==> config.mk <==
export PLATFORM = sky130hd
export DESIGN_NAME = decoder_3to8_pulse
export DESIGN_NICKNAME = d
export VERILOG_FILES = /design/src/rtl/decoder_pkg.sv /design/src/rtl/decoder_3to8_comb.sv /design/src/rtl/decoder_3to8_pulse.sv
export SDC_FILE = /design/constraint.sdc
export NUM_CORES = 1
export LEC_CHECK = 0
export ABC_CLOCK_PERIOD_IN_PS = 5450
export BUFFER_PORTS_ARGS = -buffer_cell sky130_fd_sc_hd__clkbuf_2
export CAP_MARGIN = 30
export CORE_ASPECT_RATIO = 0.8
export CORE_MARGIN = 2
export CORE_UTILIZATION = 60
export CTS_BUF_LIST = sky130_fd_sc_hd__clkbuf_4
export DETAILED_ROUTE_END_ITERATION = 8
export PLACE_DENSITY = 0.83
export SETUP_SLACK_MARGIN = 0.05
export SYNTH_ARGS = -nofsm -noshare
export SYNTH_HDL_FRONTEND = slang
export SYNTH_HIERARCHICAL = 1
export SYNTH_SLANG_ARGS = --single-unit
==> constraint.sdc <==
create_clock -name clk -period 5.45 [get_ports clk]
set_clock_uncertainty 0.05 [all_clocks]
set_input_delay 0.8175 -clock clk [delete_from_list [all_inputs] [get_ports clk]]
set_output_delay 0.8175 -clock clk [all_outputs]
set_load 0.1 [all_outputs]
==> src/rtl/decoder_pkg.sv <==
// Shared constants and state type for the sequenced 3-to-8 decoder.
package decoder_pkg;

   localparam int IDX_W = 3;
   localparam int OUT_W = 8;

   localparam logic [1:0] S_IDLE  = 2'd0;
   localparam logic [1:0] S_DRIVE = 2'd1;
   localparam logic [1:0] S_GAP   = 2'd2;

   typedef enum logic [1:0] {
      ST_IDLE  = S_IDLE,
      ST_DRIVE = S_DRIVE,
      ST_GAP   = S_GAP
   } state_t;

endpackage

==> src/rtl/decoder_3to8_comb.sv <==
// Pure combinational index-to-word decode: one-hot by default,
// thermometer code when DEC_THERMO_EN is defined.
module decoder_3to8_comb
   import decoder_pkg::*;
(
   input  logic [IDX_W-1:0] idx,
   output logic [OUT_W-1:0] y
);

`ifdef DEC_THERMO_EN
   always_comb begin
      y = '0;
      for (int i = 0; i < OUT_W; i++) begin
         y[i] = (IDX_W'(i) <= idx);
      end
   end
`else
   always_comb begin
      y = '0;
      y[idx] = 1'b1;
   end
`endif

endmodule

==> src/rtl/decoder_3to8_pulse.sv <==
// Sequenced 3-to-8 decoder: accepts an index, drives the decoded word for
// PULSE_LEN cycles, then forces zero for GAP_LEN cycles. Build option: DEC_THERMO_EN.
//
// state | meaning
// IDLE  | y=0, in_ready=1, waiting for an index
// DRIVE | y=decode(idx) for PULSE_LEN cycles, done on the last one
// GAP   | y=0 for GAP_LEN cycles before returning to IDLE
module decoder_3to8_pulse
   import decoder_pkg::*;
#(
   parameter int PULSE_LEN = 4,
   parameter int GAP_LEN   = 1,
   parameter int CW        = 8
) (
   input  logic             clk,
   input  logic             rst_n,
   input  logic             in_valid,
   input  logic [IDX_W-1:0] in_idx,
   output logic             in_ready,
   output logic [OUT_W-1:0] y,
   output logic             busy,
   output logic             done
);

   localparam logic [CW-1:0] PULSE_LD = CW'(PULSE_LEN - 1);
   localparam logic [CW-1:0] GAP_LD   = (GAP_LEN == 0) ? '0 : CW'(GAP_LEN - 1);

   state_t           state_q, state_d;
   logic [CW-1:0]    cnt_q, cnt_d;
   logic [IDX_W-1:0] idx_q, idx_d;
   logic [OUT_W-1:0] y_q, y_d, dec_y;
   logic             done_q, done_d;

   // Decode the index being latched so y registers on the accept edge (1-cycle latency).
   decoder_3to8_comb u_dec (
      .idx (idx_d),
      .y   (dec_y)
   );

   always_ff @(posedge clk or negedge rst_n) begin
      if (!rst_n) begin
         state_q <= ST_IDLE;
         cnt_q   <= '0;
         idx_q   <= '0;
         y_q     <= '0;
         done_q  <= 1'b0;
      end else begin
         state_q <= state_d;
         cnt_q   <= cnt_d;
         idx_q   <= idx_d;
         y_q     <= y_d;
         done_q  <= done_d;
      end
   end

   always_comb begin
      state_d = state_q;
      cnt_d   = cnt_q;
      idx_d   = idx_q;
      case (state_q)
         ST_IDLE: begin
            if (in_valid) begin
               idx_d   = in_idx;
               cnt_d   = PULSE_LD;
               state_d = ST_DRIVE;
            end
         end
         ST_DRIVE: begin
            if (cnt_q != '0) begin
               cnt_d = cnt_q - 1'b1;
            end else if (GAP_LEN == 0) begin
               state_d = ST_IDLE;
            end else begin
               cnt_d   = GAP_LD;
               state_d = ST_GAP;
            end
         end
         ST_GAP: begin
            if (cnt_q != '0) begin
               cnt_d = cnt_q - 1'b1;
            end else begin
               state_d = ST_IDLE;
            end
         end
         default: state_d = ST_IDLE;
      endcase
      y_d    = (state_d == ST_DRIVE) ? dec_y : '0;
      done_d = (state_d == ST_DRIVE) && (cnt_d == '0);
   end

   assign in_ready = (state_q == ST_IDLE);
   assign busy     = (state_q != ST_IDLE);
   assign y        = y_q;
   assign done     = done_q;

endmodule

==> summary.txt, run 1 <==
Status
  • Run status: finished clean

Synthesis
  • Number of flops mapped to enable cells by yosys: 0
  • Synth Register Bits: 22
  • Post-Syn Instances: 109
  • Syn nets: 118
  • Syn. warnings: 6
  • Mapped Area: 0.00120 sq mm
  • Yosys cell types: 47
  • Seq/Total Area, Yosys: 45.7%
  • Top_reg_cell synth: dfrtp_1
  • Post-synth ARST share: 100%
  • Avg Inst Size Synth: 11.0 sq um

Critical path
  • Worst Path Arrival: 3.16 ns
  • CP Class: flip-flop to flip-flop
  • R2r endpoint: done
  • Crit Path Max Fanout: 5
  • Flop2flop setup slack: 2.44 ns
  • R2R cell count: 11
  • Startpoint types: flip-flop
  • Crit path from: cnt_q[1]
  • Worst setup EP type: flip-flop
  • Worst Path Required: 5.60 ns
  • Worst R2R Start: cnt_q[1]
  • Worst setup path end: done

STA
  • Final Hold Viols: 0
  • Setup TNS: 0 ns
  • Pins Over Slew Limit: 0
  • Achievable clock frequency: 332 MHz
  • Final worst slack: 2.44 ns
  • Slew headroom: 47.2%
  • Tcrit/Tclk final: 55.2%
  • Final setup fails: 0
  • RSZ-0062 raised after global routing: no
  • Slew @ Worst Pin: 0.785 ns
  • Final period demand of the worst path: 3.01 ns

Layout
  • Share of cells above drive strength 1: 27.2%
  • Post-Layout Cell Count: 149
  • Area Overhead vs Synth: 8.32%
  • Final Cell Area: 0.00130 sq mm
  • Layout net count: 135
  • Inserted Diodes: 0

Detailed routing
  • First-iteration detailed-routing DRC count: 14
  • WL final: 2090 um
  • Wire length per cell: 14.0 um
  • DRT antenna net count: 0
  • DRT Pass-1 Iters: 4
  • Total number of vias: 880
  • Drt drc: 0
  • Vias per cell: 5.91

Floorplan
  • Row count: 14
  • Die height: 44.1 um
  • Ports: 17
  • Die X: 54.1 um
  • DIE AREA: 0.00238 sq mm
  • Initial Util: 63.6%
  • Area of the core: 0.00189 sq mm

Run
  • MaxCap Viol Count: 0

Global routing
  • Vias in the first global route: 828
  • Global-route wire length before repair: 3610 um
  • Total Routing Usage GR: 21.1%
  • Global route total overflow: 0
  • Largest net degree at the start of global routing: 23
  • Initial antenna violation count: 0

Clock tree
  • Htree depth: 1
  • Max Root-Sink Buffers: 2
  • Total CTS buffers: 3
  • Root buf cell: clkbuf_4
  • # clock sinks: 22
  • CTS tree: yes
  • Post-CTS Hold Buffers: 0
  • Clock slew at reported path FFs: 0.11 ns
  • Skew-Pair Late Insertion Delay: 0.29 ns
  • Resized Gates After CTS: 0
  • # Post-CTS Setup Buffers: 0

Placement
  • Port bufs: 16
  • DP Worst Slack: 2.48 ns
  • Final GP Congestion: 0.972
  • Dpl cell area: 0.00128 sq mm
  • Cells after DPL: 145
  • Dpl hpwl: 1630 um

Min path
  • Min-Delay Path Class: input port to asynchronous set/reset pin
[synth_stat cells (2+ instances only)]
cell type,count,share of area [%]
and2_1,9,4.7
a21oi_1,2,0.83
ha_1,3,3.1
o21ai_0,2,0.83
a211oi_1,3,1.9
dfrtp_1,22,46
mux2_2,4,3.7
and3b_2,3,2.5
nand2_1,4,1.2
nand3_1,2,0.83
nor4b_1,2,1.5
nor3_1,7,2.9
nor2_1,4,1.2
nor3b_1,4,2.5
inv_1,6,1.9
[worst max-delay path, stage by stage (launching register included)]
cell       delay (ns)
dfrtp_1          0.43
inv_1            0.11
ha_1             0.18
nor4b_1          0.44
and2_1           0.31
inv_1            0.13
ha_1             0.20
mux2_2           0.26
a22o_1           0.21
a2111oi_2        0.30
nand4b_1         0.16
nor4_2           0.15
[state kept, by name (all words and copies together) (netlist names)]
name and cells:
done 1, idx_q 3, cnt_q 8, state_q 2, y 8
[layout make-up]
| type | instances | area [sq um] |
|---|---|---|
| flip-flops and latches | 22 | 551 |
| multi-input cells | 77 | 594 |
| well taps | 24 | 30.0 |
| inverters | 6 | 22.5 |
| clock inverters | 1 | 3.75 |
| clock buffers | 3 | 22.5 |
| fillers | 151 | 588 |
| repair buffers | 16 | 80.1 |
[worst min-delay path by stage]
stage                     endpoint  slack [ns]  cells past startpoint
after global placement    cnt_q[5]        0.51                      1
final                         y[6]        0.43                      1
after detailed placement  cnt_q[5]        0.51                      1
after CTS                     y[6]        0.43                      1
after global routing          y[6]        0.45                      1
after floorplan           cnt_q[5]        0.46                      1
[kinds of logic (layout without fill, tap and decap cells)]
family	count (synthesis)	after routing	synth area share, %
muxes	5	5	4.57
xor gates and xnor gates	2	2	2.08
buffers and inverters	10	26	4.88
adders and majority gates	4	4	3.95
DFF	22	22	45.7
and+or+nand+nor	46	46	24.8
AOI/OAI and AO/OA	20	20	13.9
[layout by cell type (no fill, tap or decap), types with 2 or more instances in the layout]
cell / n
mux2_2: 4
clkbuf_4: 3
and3b_2: 3
dfrtp_1: 22
nor3b_1: 4
nand2_1: 4
nor2_1: 4
o21ai_0: 2
and2_1: 9
a211oi_1: 3
nor3_1: 7
inv_1: 6
ha_1: 3
a21oi_1: 2
clkbuf_2: 16
nand3_1: 2
nor4b_1: 2
[metrics by stage]
step	util (%)	hold WS, ns
floorplan	-	0.461
global placement	67.5	0.512
detailed placement	67.5	0.508
CTS	68.9	0.431
global route	68.9	0.449
finish	68.9	0.427
[layer usage]
metal  routed length [um]  vias to the layer above  GRT usage [%]
li1                     -                      435              -
met1                  969                      426           30.8
met2                 1020                       15           31.7
met3                   69                        4           2.36
met4                   29                        0           10.0
met5                    0                        -              0
Power of run 1 is left out: the tool's default activity adds up to more than one toggle a clock period on the data nets, which glitch-free logic cannot reach.
==> run 2, diff against run 1 <==
--- a/config.mk
+++ b/config.mk
@@ -5,15 +5,15 @@
 export SDC_FILE = /design/constraint.sdc
 export NUM_CORES = 1
 export LEC_CHECK = 0
-export ABC_CLOCK_PERIOD_IN_PS = 5450
+export ABC_CLOCK_PERIOD_IN_PS = 3100
 export BUFFER_PORTS_ARGS = -buffer_cell sky130_fd_sc_hd__clkbuf_2
 export CAP_MARGIN = 30
 export CORE_ASPECT_RATIO = 0.8
 export CORE_MARGIN = 2
-export CORE_UTILIZATION = 60
+export CORE_UTILIZATION = 58
 export CTS_BUF_LIST = sky130_fd_sc_hd__clkbuf_4
 export DETAILED_ROUTE_END_ITERATION = 8
-export PLACE_DENSITY = 0.83
+export PLACE_DENSITY = 0.81
 export SETUP_SLACK_MARGIN = 0.05
 export SYNTH_ARGS = -nofsm -noshare
 export SYNTH_HDL_FRONTEND = slang
==> constraint.sdc (replaced) <==
create_clock -name clk -period 3.1 [get_ports clk]
set_clock_uncertainty 0.05 [all_clocks]
set_input_delay 0.465 -clock clk [delete_from_list [all_inputs] [get_ports clk]]
set_output_delay 0.465 -clock clk [all_outputs]
set_load 0.1 [all_outputs]
==> run 2 against run 1 <==
Setup slack got worse by 2.1 ns; global-route usage up 3.5 points; non-clock buffer count increased by 1.
==> summary.txt, run 2 (same netlist as run 1, synthesis figures left out) <==
Layout
  • Commonest non-fill, non-tap cell in the layout: dfrtp_1
  • Most frequent cells in the layout: 22 x dfrtp_1, 16 x clkbuf_2, 8 x and2_1
  • Share of cells above drive strength 1: 30.4%
  • Post-Route Utilization: 69.1%
  • Inserted Diodes: 0
  • Layout net count: 136
  • Area Overhead vs Synth: 10.6%

Critical path
  • Worst stage delay on the critical path: 0.43 ns
  • Worst Path Required: 3.27 ns
  • Crit-path cells: inv_1, ha_1, nor4b_4, and2_2, inv_1, ha_1, mux2_2, a22o_1, a2111oi_2, nand4b_1, nor4_2
  • Worst setup EP type: flip-flop
  • Crit Path Max Fanout: 5
  • Startpoint types: flip-flop
  • Worst Path Arrival: 2.94 ns
  • Slowest cell on the critical path: dfrtp_1
  • CP Class: flip-flop to flip-flop

Clock tree
  • CTS tree: yes
  • Total CTS buffers: 3
  • Skew-Pair Late Insertion Delay: 0.30 ns
  • # Post-CTS Setup Buffers: 0
  • Post-CTS Hold Buffers: 0
  • Htree depth: 1
  • Resized Gates After CTS: 0
  • Clock slew at reported path FFs: 0.11 ns
  • Root buf cell: clkbuf_4
  • Max Root-Sink Buffers: 2
  • # clock sinks: 22

STA
  • Fin Hold WS: 0.0727 ns
  • Final Hold Viols: 0
  • Tcrit/Tclk final: 89.3%
  • Final period demand of the worst path: 2.77 ns
  • Pins Over Slew Limit: 0
  • Final setup fails: 0
  • RSZ-0062 raised after global routing: no
  • Slew headroom: 39.9%
  • Slew @ Worst Pin: 0.894 ns
  • Achievable clock frequency: 361 MHz
  • Setup TNS: 0 ns

Detailed routing
  • DRT antenna net count: 0
  • DRT Pass-1 Iters: 4
  • Drt drc: 0
  • Wire length per cell: 16.1 um
  • First-iteration detailed-routing DRC count: 27
  • Vias per cell: 6.13
  • WL final: 2400 um
  • Total number of vias: 914

Global routing
  • Global route total overflow: 0
  • Global-route wire length before repair: 4160 um
  • Routing usage on met3: 4.97%
  • Initial antenna violation count: 0
  • Met2 Use GR: 36.7%
  • Largest net degree at the start of global routing: 23
  • Total Routing Usage GR: 24.5%
  • Vias in the first global route: 867
  • GRT busiest layer: met1
  • Met1 Track Usage GR: 37.0%

Floorplan
  • Die height: 44.7 um
  • Die X: 54.9 um
  • Ports: 17
  • Row count: 14
  • DIE AREA: 0.00246 sq mm
  • Area of the core: 0.00193 sq mm
  • Initial Util: 62.5%

Placement
  • Final GP Congestion: 1.00
  • Dpl hpwl: 1810 um
  • Port bufs: 16

Status
  • Run status: finished clean

Run
  • MaxCap Viol Count: 0

Min path
  • Min-Delay Path Class: input port to asynchronous set/reset pin
-- run 2: per-stage QoR --
step	instance area, sq um	cells	setup WS [ns]
after global routing	1330	149	0.0744
after detailed placement	1290	146	0.108
after CTS	1320	149	0.0858
after floorplan	1210	109	0.435
final	1330	149	0.332
after global placement	1290	146	0.291
-- run 2: final cells by class --
class                           instances  area [sq um]
Multi-Input combinational cell         77           618
Fill cell                             160           596
Sequential cell                        22           551
Timing Repair Buffer                   17          87.6
Tap cell                               24          30.0
Clock buffer                            3          22.5
Inverter                                6          22.5
-- run 2: worst paths after layout --
| check | startpoint | to | slack (ns) | cells after the start |
|---|---|---|---|---|
| hold reg to reg | cnt_q[5] | cnt_q[5] | 0.55 | 1 |
| max in group asynchronous | rst_n | cnt_q[3] | 2.57 | 1 |
| hold / removal | rst_n | y[1] | 0.07 | 1 |
| setup / recovery | cnt_q[0] | done | 0.33 | 11 |
| setup reg to reg | cnt_q[0] | done | 0.33 | 11 |
| min in group clk | in_idx[1] | idx_q[1] | 0.46 | 2 |
-- run 2: layer usage --
layer  up-vias  wire length [um]  part of all wire (%)
met4         0                21                  0.88
met3         2               144                   6.0
met2        33              1090                    45
met5         -                 0                     0
met1       446              1140                    48
li1        433                 -                     -
-- run 2: critical path, delay by kind of cell (launching register included) --
kind                       cells  cell delay [ns]
muxes                          1             0.26
adders and majority gates      2             0.39
DFF                            1             0.43
AOI/OAI and AO/OA              2             0.52
buffers and inverters          2             0.23
and+or+nand+nor                4             0.80
Power of run 2 is left out for the same reason.
